### src/rtl/mossbauer_sweep_sequencer_if.sv
// Bundle of the sequencer's control, configuration and status signals.
//   master: drives start/stop/abort and the dwell/channel/sweep configuration,
//           observes busy, channel, ch_tick, sweep_start, done, sweep_count.
//   slave : the sequencer side of the same signals.
interface mossbauer_sweep_sequencer_if #(
  parameter int CH_W = 10,
  parameter int SW_W = 16
);
  logic            start;
  logic            stop;
  logic            abort;
  logic [31:0]     dwell_max;
  logic [CH_W-1:0] num_ch;
  logic [SW_W-1:0] num_sweeps;

  logic            busy;
  logic [CH_W-1:0] channel;
  logic            ch_tick;
  logic            sweep_start;
  logic            done;
  logic [SW_W-1:0] sweep_count;

  modport master (
    output start, stop, abort, dwell_max, num_ch, num_sweeps,
    input  busy, channel, ch_tick, sweep_start, done, sweep_count
  );

  modport slave (
    input  start, stop, abort, dwell_max, num_ch, num_sweeps,
    output busy, channel, ch_tick, sweep_start, done, sweep_count
  );
endinterface

### src/rtl/mossbauer_sweep_sequencer.sv
// Velocity-sweep channel timebase for the Mossbauer histogrammer (adc_clk domain).
// A dwell counter advances the channel index 0..num_ch; each full pass is one
// sweep, repeated num_sweeps times (0 = until stop/abort). Dwell and channel
// count are shadowed and reloaded only at sweep boundaries so a running sweep
// is never distorted; the sweep count is latched once per run.
// Ports:
//   adc_clk  - clock, all logic on rising edge
//   adc_rstn - asynchronous active-low reset
//   bus      - slave side of mossbauer_sweep_sequencer_if
//              (start/stop/abort, dwell_max/num_ch/num_sweeps in;
//               busy/channel/ch_tick/sweep_start/done/sweep_count out)
module mossbauer_sweep_sequencer #(
  parameter int CH_W = 10,
  parameter int SW_W = 16
) (
  input  logic                         adc_clk,
  input  logic                         adc_rstn,
  mossbauer_sweep_sequencer_if.slave   bus
);

  typedef enum logic {
    IDLE,
    RUN
  } state_t;

  state_t          state_q, state_d;
  logic [31:0]     counter_q, counter_d;
  logic [31:0]     dwell_s_q, dwell_s_d;
  logic [CH_W-1:0] num_ch_s_q, num_ch_s_d;
  logic [SW_W-1:0] num_sweeps_s_q, num_sweeps_s_d;
  logic            stop_pending_q, stop_pending_d;
  logic            busy_q, busy_d;
  logic [CH_W-1:0] channel_q, channel_d;
  logic            ch_tick_q, ch_tick_d;
  logic            sweep_start_q, sweep_start_d;
  logic            done_q, done_d;
  logic [SW_W-1:0] sweep_count_q, sweep_count_d;
  logic [SW_W-1:0] sweep_count_inc;

  assign sweep_count_inc = sweep_count_q + SW_W'(1);

  always_ff @(posedge adc_clk or negedge adc_rstn) begin
    if (!adc_rstn) begin
      state_q        <= IDLE;
      counter_q      <= '0;
      dwell_s_q      <= '0;
      num_ch_s_q     <= '0;
      num_sweeps_s_q <= '0;
      stop_pending_q <= 1'b0;
      busy_q         <= 1'b0;
      channel_q      <= '0;
      ch_tick_q      <= 1'b0;
      sweep_start_q  <= 1'b0;
      done_q         <= 1'b0;
      sweep_count_q  <= '0;
    end else begin
      state_q        <= state_d;
      counter_q      <= counter_d;
      dwell_s_q      <= dwell_s_d;
      num_ch_s_q     <= num_ch_s_d;
      num_sweeps_s_q <= num_sweeps_s_d;
      stop_pending_q <= stop_pending_d;
      busy_q         <= busy_d;
      channel_q      <= channel_d;
      ch_tick_q      <= ch_tick_d;
      sweep_start_q  <= sweep_start_d;
      done_q         <= done_d;
      sweep_count_q  <= sweep_count_d;
    end
  end

  always_comb begin
    state_d        = state_q;
    counter_d      = counter_q;
    dwell_s_d      = dwell_s_q;
    num_ch_s_d     = num_ch_s_q;
    num_sweeps_s_d = num_sweeps_s_q;
    stop_pending_d = stop_pending_q;
    busy_d         = busy_q;
    channel_d      = channel_q;
    sweep_count_d  = sweep_count_q;
    ch_tick_d      = 1'b0;
    sweep_start_d  = 1'b0;
    done_d         = 1'b0;

    unique case (state_q)
      IDLE: begin
        if (bus.start && !bus.stop && !bus.abort) begin
          state_d        = RUN;
          busy_d         = 1'b1;
          channel_d      = '0;
          sweep_start_d  = 1'b1;
          sweep_count_d  = '0;
          counter_d      = '0;
          stop_pending_d = 1'b0;
          dwell_s_d      = bus.dwell_max;
          num_ch_s_d     = bus.num_ch;
          num_sweeps_s_d = bus.num_sweeps;
        end
      end

      RUN: begin
        if (bus.abort) begin
          // Abort wins over any tick or sweep end on the same edge.
          state_d   = IDLE;
          busy_d    = 1'b0;
          done_d    = 1'b1;
          channel_d = '0;
          counter_d = '0;
        end else begin
          if (bus.stop) begin
            stop_pending_d = 1'b1;
          end
          if (counter_q >= dwell_s_q) begin
            counter_d = '0;
            ch_tick_d = 1'b1;
            if (channel_q < num_ch_s_q) begin
              channel_d = channel_q + CH_W'(1);
            end else begin
              channel_d     = '0;
              sweep_count_d = sweep_count_inc;
              // A stop arriving on the sweep-end edge itself still ends here.
              if (stop_pending_q || bus.stop ||
                  (num_sweeps_s_q != '0 && sweep_count_inc == num_sweeps_s_q)) begin
                state_d = IDLE;
                busy_d  = 1'b0;
                done_d  = 1'b1;
              end else begin
                sweep_start_d = 1'b1;
                dwell_s_d     = bus.dwell_max;
                num_ch_s_d    = bus.num_ch;
              end
            end
          end else begin
            counter_d = counter_q + 32'd1;
          end
        end
      end

      default: state_d = IDLE;
    endcase
  end

  assign bus.busy        = busy_q;
  assign bus.channel     = channel_q;
  assign bus.ch_tick     = ch_tick_q;
  assign bus.sweep_start = sweep_start_q;
  assign bus.done        = done_q;
  assign bus.sweep_count = sweep_count_q;

endmodule

### src/flat_wrapper.sv
// flat-port wrapper written by rule: the top's interface ports become plain ports
module mossbauer_sweep_sequencer_flat 
#(
  parameter int CH_W = 10,
  parameter int SW_W = 16
)
  (adc_clk, adc_rstn, bus_start, bus_stop, bus_abort, bus_dwell_max, bus_num_ch, bus_num_sweeps, bus_busy, bus_channel, bus_ch_tick, bus_sweep_start, bus_done, bus_sweep_count);
  mossbauer_sweep_sequencer_if #(.CH_W(CH_W), .SW_W(SW_W)) bus_i ();
  input  logic adc_clk;
  input  logic adc_rstn;
  input wire logic [$bits(bus_i.start)-1:0] bus_start;
  input wire logic [$bits(bus_i.stop)-1:0] bus_stop;
  input wire logic [$bits(bus_i.abort)-1:0] bus_abort;
  input wire logic [$bits(bus_i.dwell_max)-1:0] bus_dwell_max;
  input wire logic [$bits(bus_i.num_ch)-1:0] bus_num_ch;
  input wire logic [$bits(bus_i.num_sweeps)-1:0] bus_num_sweeps;
  output wire logic [$bits(bus_i.busy)-1:0] bus_busy;
  output wire logic [$bits(bus_i.channel)-1:0] bus_channel;
  output wire logic [$bits(bus_i.ch_tick)-1:0] bus_ch_tick;
  output wire logic [$bits(bus_i.sweep_start)-1:0] bus_sweep_start;
  output wire logic [$bits(bus_i.done)-1:0] bus_done;
  output wire logic [$bits(bus_i.sweep_count)-1:0] bus_sweep_count;
  assign bus_i.start = bus_start;
  assign bus_i.stop = bus_stop;
  assign bus_i.abort = bus_abort;
  assign bus_i.dwell_max = bus_dwell_max;
  assign bus_i.num_ch = bus_num_ch;
  assign bus_i.num_sweeps = bus_num_sweeps;
  assign bus_busy = bus_i.busy;
  assign bus_channel = bus_i.channel;
  assign bus_ch_tick = bus_i.ch_tick;
  assign bus_sweep_start = bus_i.sweep_start;
  assign bus_done = bus_i.done;
  assign bus_sweep_count = bus_i.sweep_count;
  mossbauer_sweep_sequencer #(.CH_W(CH_W), .SW_W(SW_W)) u_core (.adc_clk(adc_clk), .adc_rstn(adc_rstn), .bus(bus_i));
endmodule
### config.mk
export PLATFORM = sky130hd
export DESIGN_NAME = mossbauer_sweep_sequencer_flat
export DESIGN_NICKNAME = d
export VERILOG_FILES = /design/src/rtl/mossbauer_sweep_sequencer_if.sv /design/src/rtl/mossbauer_sweep_sequencer.sv /design/src/flat_wrapper.sv
export SDC_FILE = /design/constraint.sdc
export NUM_CORES = 1
export LEC_CHECK = 0
export BUFFER_PORTS_ARGS = -buffer_cell sky130_fd_sc_hd__buf_2
export CORE_ASPECT_RATIO = 1.1
export CORE_MARGIN = 5
export CORE_UTILIZATION = 43
export DETAILED_ROUTE_END_ITERATION = 16
export GPL_TIMING_DRIVEN = 1
export PLACE_DENSITY = 0.65
export SETUP_SLACK_MARGIN = 0.4
export SKIP_CTS_REPAIR_TIMING = 1
export SYNTH_ARGS = -nofsm -noshare
export SYNTH_HDL_FRONTEND = slang
export SYNTH_SLANG_ARGS = --single-unit
### constraint.sdc
create_clock -name adc_clk -period 3 [get_ports adc_clk]
set_clock_uncertainty 0.05 [all_clocks]
set_input_delay 0.6 -clock adc_clk [delete_from_list [all_inputs] [get_ports adc_clk]]
set_output_delay 0.6 -clock adc_clk [all_outputs]
set_load 0.01 [all_outputs]
**After elaboration in Yosys (flattened, before gate mapping)**

Index checks and enable logic that the tools add are counted.

- $add $sub $neg: 3
- $lt $le $gt $ge: 2
- Eq/ne operators: 10
- Multiplexer cells: 54
- Bitwise logic cells: 1
- Reduce and logical (&&, ||, !) cells: 14

Operator list:

| kind | number |
|---|---|
| $mux W32 | 8 |
| $pmux W32 S2 | 2 |
| $mux W10 | 9 |
| $mux W16 | 4 |
| $pmux W10 S2 | 2 |
| $add A32 B1 Y32 const B | 1 |
| $ge A32 B32 Y1 | 1 |
| $pmux W16 S2 | 1 |
| $mux W1 | 24 |
| $add A16 B1 Y16 const B | 1 |
| $eq A16 B16 Y1 | 1 |
| $reduce_bool A16 Y1 | 1 |
| $add A10 B1 Y10 const B | 1 |
| $lt A10 B10 Y1 | 1 |
| $ne A2 B2 Y1 const B | 5 |
| $ne A3 B3 Y1 const B | 3 |
| $pmux W1 S2 | 4 |
| $reduce_and A4 Y1 | 2 |
| $reduce_and A5 Y1 | 1 |
| $reduce_and A2 Y1 | 2 |
| $logic_and A1 B1 Y1 | 3 |
| $reduce_and A3 Y1 | 1 |
| $logic_not A1 Y1 | 2 |
| $logic_or A1 B1 Y1 | 2 |
| 2 further kinds | 2 |

- Bits in registers: 122
- Input port bits: 63
- Logic and storage cells: 96

**Logic depth before layout (Yosys ltp)**

Gate-level depths: netlist (run 1).

- Depth in word-level cells: 9
- Depth in mapped cells: 12
- Depth with buffers taken out: 10

**Worst setup path after synthesis (run 1)**

No wires, ideal clock.

- Path type: register to register
- From: register u_core.counter_q[0]
- To: register u_core.dwell_s_q[10]
- Data arrival time: 2.666 ns
- Data required time: 2.825 ns
- Slack: 0.159 ns
- Cell stages (with the launch flop): 13
- Path buffers: 2
- Cell sequence: dfrtp_1 -> inv_1 -> ha_1 -> nand2b_1 -> a2111oi_0 -> nor4b_1 -> nor3_1 -> o211ai_2 -> and2_2 -> a41o_1 -> buf_6 -> buf_12 -> mux2_4

- Cells in the longest elaborated chain, start to end: 3

RTL lines:

| item | RTL line | RTL |
|---|---|---|
| start: declaration | mossbauer_sweep_sequencer.sv:27 | `logic [31:0] counter_q, counter_d;` |
| start signal: assignment | mossbauer_sweep_sequencer.sv:58 | `counter_q <= counter_d;` |
| $ge A32 B32 Y1 | mossbauer_sweep_sequencer.sv:114 | `if (counter_q >= dwell_s_q) begin` |
| $ne A2 B2 Y1 (no source line) | n/a |  |
| $reduce_and A5 Y1 (no source line) | n/a |  |
| end signal: assignment | mossbauer_sweep_sequencer.sv:59 | `dwell_s_q <= dwell_s_d;` |
| end: declaration | mossbauer_sweep_sequencer.sv:28 | `logic [31:0] dwell_s_q, dwell_s_d;` |

No other way between the ends.
A chain may end at the register's enable or synchronous reset.

**Worst setup path after layout (run 1)**

- From: register u_core.counter_q[0]
- To: register u_core.dwell_s_q[27]

The elaborated chain is that of the path after synthesis.

==> results of run 1 <==
layer usage:
| layer | up-vias | GRT usage [%] | wire length (um) |
|---|---|---|---|
| met5 | - | 0 | 0 |
| met1 | 2845 | 22.5 | 7990 |
| met3 | 23 | 3.80 | 667 |
| met4 | 0 | 7.00 | 331 |
| met2 | 116 | 28.3 | 8750 |
| li1 | 2852 | - | - |
sequential cells by signal, summed over array words and instances, names as in the netlist:
signal                  count
u_core.bus.busy             1
u_core.bus.ch_tick          1
u_core.bus.channel         10
u_core.bus.done             1
u_core.bus.sweep_count     16
u_core.bus.sweep_start      1
u_core.counter_q           32
u_core.dwell_s_q           32
u_core.num_ch_s_q          10
u_core.num_sweeps_s_q      16
u_core.state_q              1
u_core.stop_pending_q       1
power by group through the flow:
| stage | clock network (W) | logic [W] | registers (W) |
|---|---|---|---|
| finish | 0.00210 | 0.00113 | 0.00208 |
| floorplan | 0 | 0.000762 | 0.00206 |
| CTS | 0.00213 | 0.00104 | 0.00208 |
| global placement | 0 | 0.00102 | 0.00209 |
| detailed placement | 0 | 0.00104 | 0.00210 |
| global route | 0.00221 | 0.00126 | 0.00212 |
worst paths after layout:
path / startpoint / cells after the start / to
worst max-delay path: u_core.counter_q[0]$_DFFE_PN0N_ / 11 / u_core.dwell_s_q[27]$_DFFE_PN0P_
worst min-delay path: adc_rstn / 1 / u_core.counter_q[14]$_DFFE_PN0N_
worst max register to register: u_core.counter_q[0]$_DFFE_PN0N_ / 11 / u_core.dwell_s_q[27]$_DFFE_PN0P_
worst min register to register: u_core.dwell_s_q[22]$_DFFE_PN0P_ / 1 / u_core.dwell_s_q[22]$_DFFE_PN0P_
max in group asynchronous: adc_rstn / 2 / u_core.bus.sweep_count[4]$_DFFE_PN0P_
min in group adc_clk: bus_num_sweeps[7] / 3 / u_core.num_sweeps_s_q[7]$_DFFE_PN0P_
critical path, delay by kind of cell (launching register included):
family | cells | cell delay [ns]
compound gates | 3 | 0.81
simple gates | 4 | 0.66
flops | 1 | 0.41
mux | 1 | 0.30
buf+inv | 2 | 0.29
fa+ha+maj | 1 | 0.19
Yosys cell counts (15+ instances only):
cell type,n
dfrtp_1,122
nand2_1,103
inv_1,47
o21ai_0,46
ha_1,44
nor2_1,44
mux2_4,40
nand3_1,26
a21oi_1,24
xor2_1,22
xnor2_1,17
and3_1,15
clkbuf_1,15
nand4_1,15
cell families (layout without fill, tap and decap cells):
group / after synthesis / count (layout) / share of synthesized area (%)
AOI/OAI and AO/OA: 136 / 136 / 12.3
buffers and inverters: 76 / 224 / 5.34
adders and majority gates: 44 / 44 / 7.66
DFF: 122 / 122 / 42.5
muxes: 44 / 44 / 8.96
xor gates and xnor gates: 39 / 39 / 4.75
and+or+nand+nor: 266 / 267 / 18.5
cell type report:
cell class                      instances  area, sq um
Inverter                               48          180
Tap cell                              204          255
Timing Repair Buffer                  145         1000
Fill cell                            1407         7170
Sequential cell                       122         3060
Clock inverter                          9          120
Clock buffer                           22          484
Multi-Input combinational cell        530         4100
metrics by stage:
stage	cell area [sq um]	worst slack [ns]
2_1_floorplan	7260	0.343
3_3_place_gp	8060	0.136
3_5_place_dp	8060	0.0858
4_1_cts	8660	0.0555
5_1_grt	9200	0.0917
6_report	9200	0.176
==> flow_summary_export.csv, run 1 <==
group,metric,value,unit
synth,yosysUniqueCellTypes,73,
pwr,switching_share,27.6,%
worst_setup_path,critPathCaptureType,"flop",
global_routing,grt_first_pass_wirelength,27.4,mm
worst_setup_path,cp_slowest_stage_delay,0.41,ns
job,max-cap-violations,0,
cts,cts_tree,"built",
worst_setup_path,arrival,3.07,ns
die,die-width,133,um
cts,numCtsBuffers,17,
cts,cts_sinks,122,
pwr,power_switching,0.00147,W
cts,clk_latency,0.43,ns
drt,vias,5836,
worst_setup_path,critPathLaunchType,"flop",
die,io_pins,93,
cts,cts_htree_levels,4,
cts,clk_pin_slew,0.05,ns
pwr,peakVddDrop,430,uV
drt,firstDrtPassIters,4,
place,portBuffers,92,
synth,postSynth.asyncResetShare,100,%
die,core_area,0.0164,sq mm
timing,fmax,354,MHz
global_routing,grtUsageTotal,17.4,%
place,dp_hpwl,12.3,mm
global_routing,grt_pass1_vias,5559,
synth,syn-instance-count,727,
drt,drc,0,
pwr,power_density,578,mW/mm^2
synth,synth_nets,834,
pwr,p_leak,4.45,nW
die,start_util,43.9,%
worst_setup_path,cp_slowest_cell,"dfrtp_1",
global_routing,grt_max_degree,45,
pwr,finalPower,0.00531,W
pwr,p_seq_share,39.2,%
cells_and_area,fin_util,56.2,%
min_path,hold_class,"in2async",
timing,final.min_clock_period,2.82,ns
worst_setup_path,path_max_fanout,7,
die,num_rows,49,
place,dp_cells,1028,
worst_setup_path,ff2ff_setup_slack,0.18,ns
global_routing,grt_overflow,0,
place,gp_congestion,0.826,
timing,finalMaxSlewViolations,0,
synth,syn_avg_cell_area,9.89,sq um
synth,yosysTopAreaCellShare,42.5,%
synth,syn_area,0.00719,sq mm
synth,synthTopCellsByArea,"dfrtp_1 (42%), mux2_4 (8.4%), ha_1 (7.7%)",
timing,finalCritPeriodShare,94.1,%
timing,setup_violations,0,
drt,wl_per_cell,16.4,um
pwr,clkPwrFrac,39.6,%
cells_and_area,drive_above_1_share,32.9,%
timing,tightest_slew,1.07,ns
synth,synthFlopType,"dfrtp_1",
cts,root_buffer,"clkbuf_16",
timing,hold_ws,0.141,ns
pwr,comb_power_share,21.3,%
synth,synth_seq_area_share,42.5,%
timing,tns,0,ns
cells_and_area,layout_common_cells,"dfrtp_1 (117), nand2_1 (100), buf_2 (91), inv_1 (45), nor2_1 (43)",
die,die_h,146,um
cells_and_area,n_antenna_cell,0,
worst_setup_path,crit_chain,"inv_2, ha_4, nand2b_4, a2111oi_4, nor4b_4, nor3_2, o211ai_2, and2_4, a41o_4, clkbuf_16, mux2_4",
drt,wl,17.7,mm
timing,hold_viol_final,0,
worst_setup_path,crit_type,"reg2reg",
synth,yosysTopAreaCell,"dfrtp_1",
outcome,run_status,"complete, no violations",
cells_and_area,area_growth,27.9,%
cells_and_area,fin_cells,1080,
drt,final_antenna_net_count,0,
drt,vias_per_cell,5.40,
drt,drt-initial-drc-count,324,
synth,ys_warn_count,0,
die,dieArea,0.0194,sq mm
cells_and_area,num-nets-final,971,
cells_and_area,final_common_cell,"dfrtp_1",
pwr,p_int,0.00385,W
timing,rsz0062_at_grt,"true",
synth,synth_edf_count,0,
synth,ys_seq_elements,122,
global_routing,antenna_found_initial,0,
cts,clock_path_buffers,2,
timing,slew_headroom,28.2,%
worst_setup_path,worstPathRequired,3.24,ns
Power figures use the tool's default switching activity.
==> run 2, diff against run 1 <==
--- a/config.mk
+++ b/config.mk
@@ -11,7 +11,6 @@
 export CORE_UTILIZATION = 43
 export DETAILED_ROUTE_END_ITERATION = 16
 export GPL_TIMING_DRIVEN = 1
-export PLACE_DENSITY = 0.65
 export SETUP_SLACK_MARGIN = 0.4
 export SKIP_CTS_REPAIR_TIMING = 1
 export SYNTH_ARGS = -nofsm -noshare
==> run 2 against run 1 <==
Combinational power is 4% lower. Critical path type unchanged. Cell count fell by 1.9%. Count of clock-buffer cells in the layout is the same. Largest power group is now registers.
==> flow_summary_export.csv, run 2 (synthesis gave the netlist of run 1 again) <==
group,metric,value,unit
drt,wl,17.5,mm
cells_and_area,layout_common_cells,"dfrtp_1 (119), nand2_1 (102), buf_2 (91), inv_1 (47), ha_1 (43)",
timing,fmax,345,MHz
timing,hold_ws,0.0294,ns
drt,final_antenna_net_count,0,
cells_and_area,n_fill_cell,1467,
cells_and_area,stdcell_area,0.00868,sq mm
drt,drt-initial-drc-count,291,
die,core_area,0.0164,sq mm
die,dieArea,0.0194,sq mm
cts,clock_path_buffers,2,
timing,slew_headroom,26.6,%
timing,final.min_clock_period,2.90,ns
cts,clk_pin_slew,0.05,ns
drt,firstDrtPassIters,4,
timing,setup_violations,0,
timing,tightest_slew,1.10,ns
cells_and_area,drive_above_1_share,27.7,%
global_routing,grt_max_degree,68,
drt,wl_per_cell,16.5,um
place,gp_congestion,0.913,
cells_and_area,num-nets-final,955,
cts,cts_htree_levels,4,
min_path,hold_class,"in2async",
drt,drc,0,
die,die-width,133,um
place,portBuffers,92,
cells_and_area,area_growth,20.8,%
worst_setup_path,crit_type,"reg2reg",
timing,finalCritPeriodShare,96.7,%
cells_and_area,n_antenna_cell,0,
pwr,power_density,565,mW/mm^2
cells_and_area,reg_top3,"u_core.counter_q: 32 flops, u_core.dwell_s_q: 32 flops",
die,io_pins,93,
cts,cts_sinks,122,
timing,hold_viol_final,0,
die,start_util,43.9,%
drt,vias_per_cell,5.43,
drt,vias,5759,
pwr,peakVddDrop,398,uV
cts,numCtsBuffers,17,
place,dp_hpwl,12.8,mm
global_routing,grtUsageTotal,18.4,%
timing,finalMaxSlewViolations,0,
global_routing,grt_pass1_vias,5981,
worst_setup_path,critPathLaunchType,"flop",
global_routing,grt_overflow,0,
worst_setup_path,arrival,3.15,ns
outcome,run_status,"complete, no violations",
place,placed_area,0.00805,sq mm
cts,clk_latency,0.42,ns
worst_setup_path,critPathCaptureType,"flop",
cts,cts_tree,"built",
global_routing,grt_first_pass_wirelength,29.3,mm
cts,root_buffer,"clkbuf_16",
die,die_h,146,um
worst_setup_path,worstPathRequired,3.25,ns
pwr,p_leak,4.24,nW
timing,rsz0062_at_grt,"true",
job,max-cap-violations,0,
global_routing,antenna_found_initial,0,
die,num_rows,49,
worst_setup_path,path_max_fanout,12,
cells_and_area,final_common_cell,"dfrtp_1",
[run 2: power by group]
| part | switching (W) | internal [W] | total (W) |
|---|---|---|---|
| sequential | 0.000203 | 0.00187 | 0.00208 |
| clock | 0.000683 | 0.00106 | 0.00175 |
| combinational | 0.000521 | 0.000558 | 0.00108 |
[run 2: worst paths after layout]
check | depth (start not counted) | slack (ns) | end | start
worst max-delay path | 11 | 0.1 | u_core.dwell_s_q[14]$_DFFE_PN0P_ | u_core.counter_q[0]$_DFFE_PN0N_
worst min-delay path | 1 | 0.03 | u_core.dwell_s_q[3]$_DFFE_PN0P_ | adc_rstn
worst max register to register | 11 | 0.1 | u_core.dwell_s_q[14]$_DFFE_PN0P_ | u_core.counter_q[0]$_DFFE_PN0N_
worst min register to register | 1 | 0.45 | u_core.num_ch_s_q[9]$_DFFE_PN0P_ | u_core.num_ch_s_q[9]$_DFFE_PN0P_
max in group asynchronous | 2 | 2.09 | u_core.bus.sweep_count[7]$_DFFE_PN0P_ | adc_rstn
min in group adc_clk | 3 | 0.32 | u_core.num_sweeps_s_q[6]$_DFFE_PN0P_ | bus_num_sweeps[6]
[run 2: metrics by stage]
| stage | total power [W] | util (%) | std cells | setup TNS [ns] | worst slack [ns] |
|---|---|---|---|---|---|
| global placement | 0.00312 | 49.2 | 1027 | 0 | 0.195 |
| floorplan | 0.00282 | - | 727 | 0 | 0.343 |
| finish | 0.00490 | 53.0 | 1060 | 0 | 0.0996 |
| detailed placement | 0.00317 | 49.2 | 1027 | 0 | 0.116 |
| CTS | 0.00493 | 52.2 | 1054 | 0 | 0.105 |
| global route | 0.00518 | 53.0 | 1060 | -0.595 | -0.0322 |
[run 2: metal layers]
| metal | up-vias | GRT usage, % | routed length, um |
|---|---|---|---|
| li1 | 2811 | - | - |
| met3 | 32 | 4.36 | 836 |
| met4 | 0 | 6.79 | 410 |
| met5 | - | 0 | 0 |
| met1 | 2792 | 22.6 | 7440 |
| met2 | 124 | 31.6 | 8810 |
[run 2: worst max-delay path, cell delays in order, from the launching register on]
cell and delay (ns):
dfrtp_1 0.39, inv_1 0.06, ha_1 0.27, nand2b_4 0.15, a2111oi_4 0.38, nor4b_2 0.10, nor3_2 0.29, o211ai_2 0.15
and2_4 0.19, a41o_4 0.25, clkbuf_16 0.20, mux2_4 0.30
[run 2: final cells by class]
| cell class | count | area (sq um) | area share, % |
|---|---|---|---|
| clock inverter | 5 | 25.0 | 0.288 |
| inverter | 48 | 180 | 2.08 |
| sequential | 122 | 3060 | 35.2 |
| multi-input combinational | 529 | 3880 | 44.8 |
| clock buffer | 22 | 464 | 5.35 |
| tap | 204 | 255 | 2.94 |
| timing repair buffer | 130 | 815 | 9.38 |
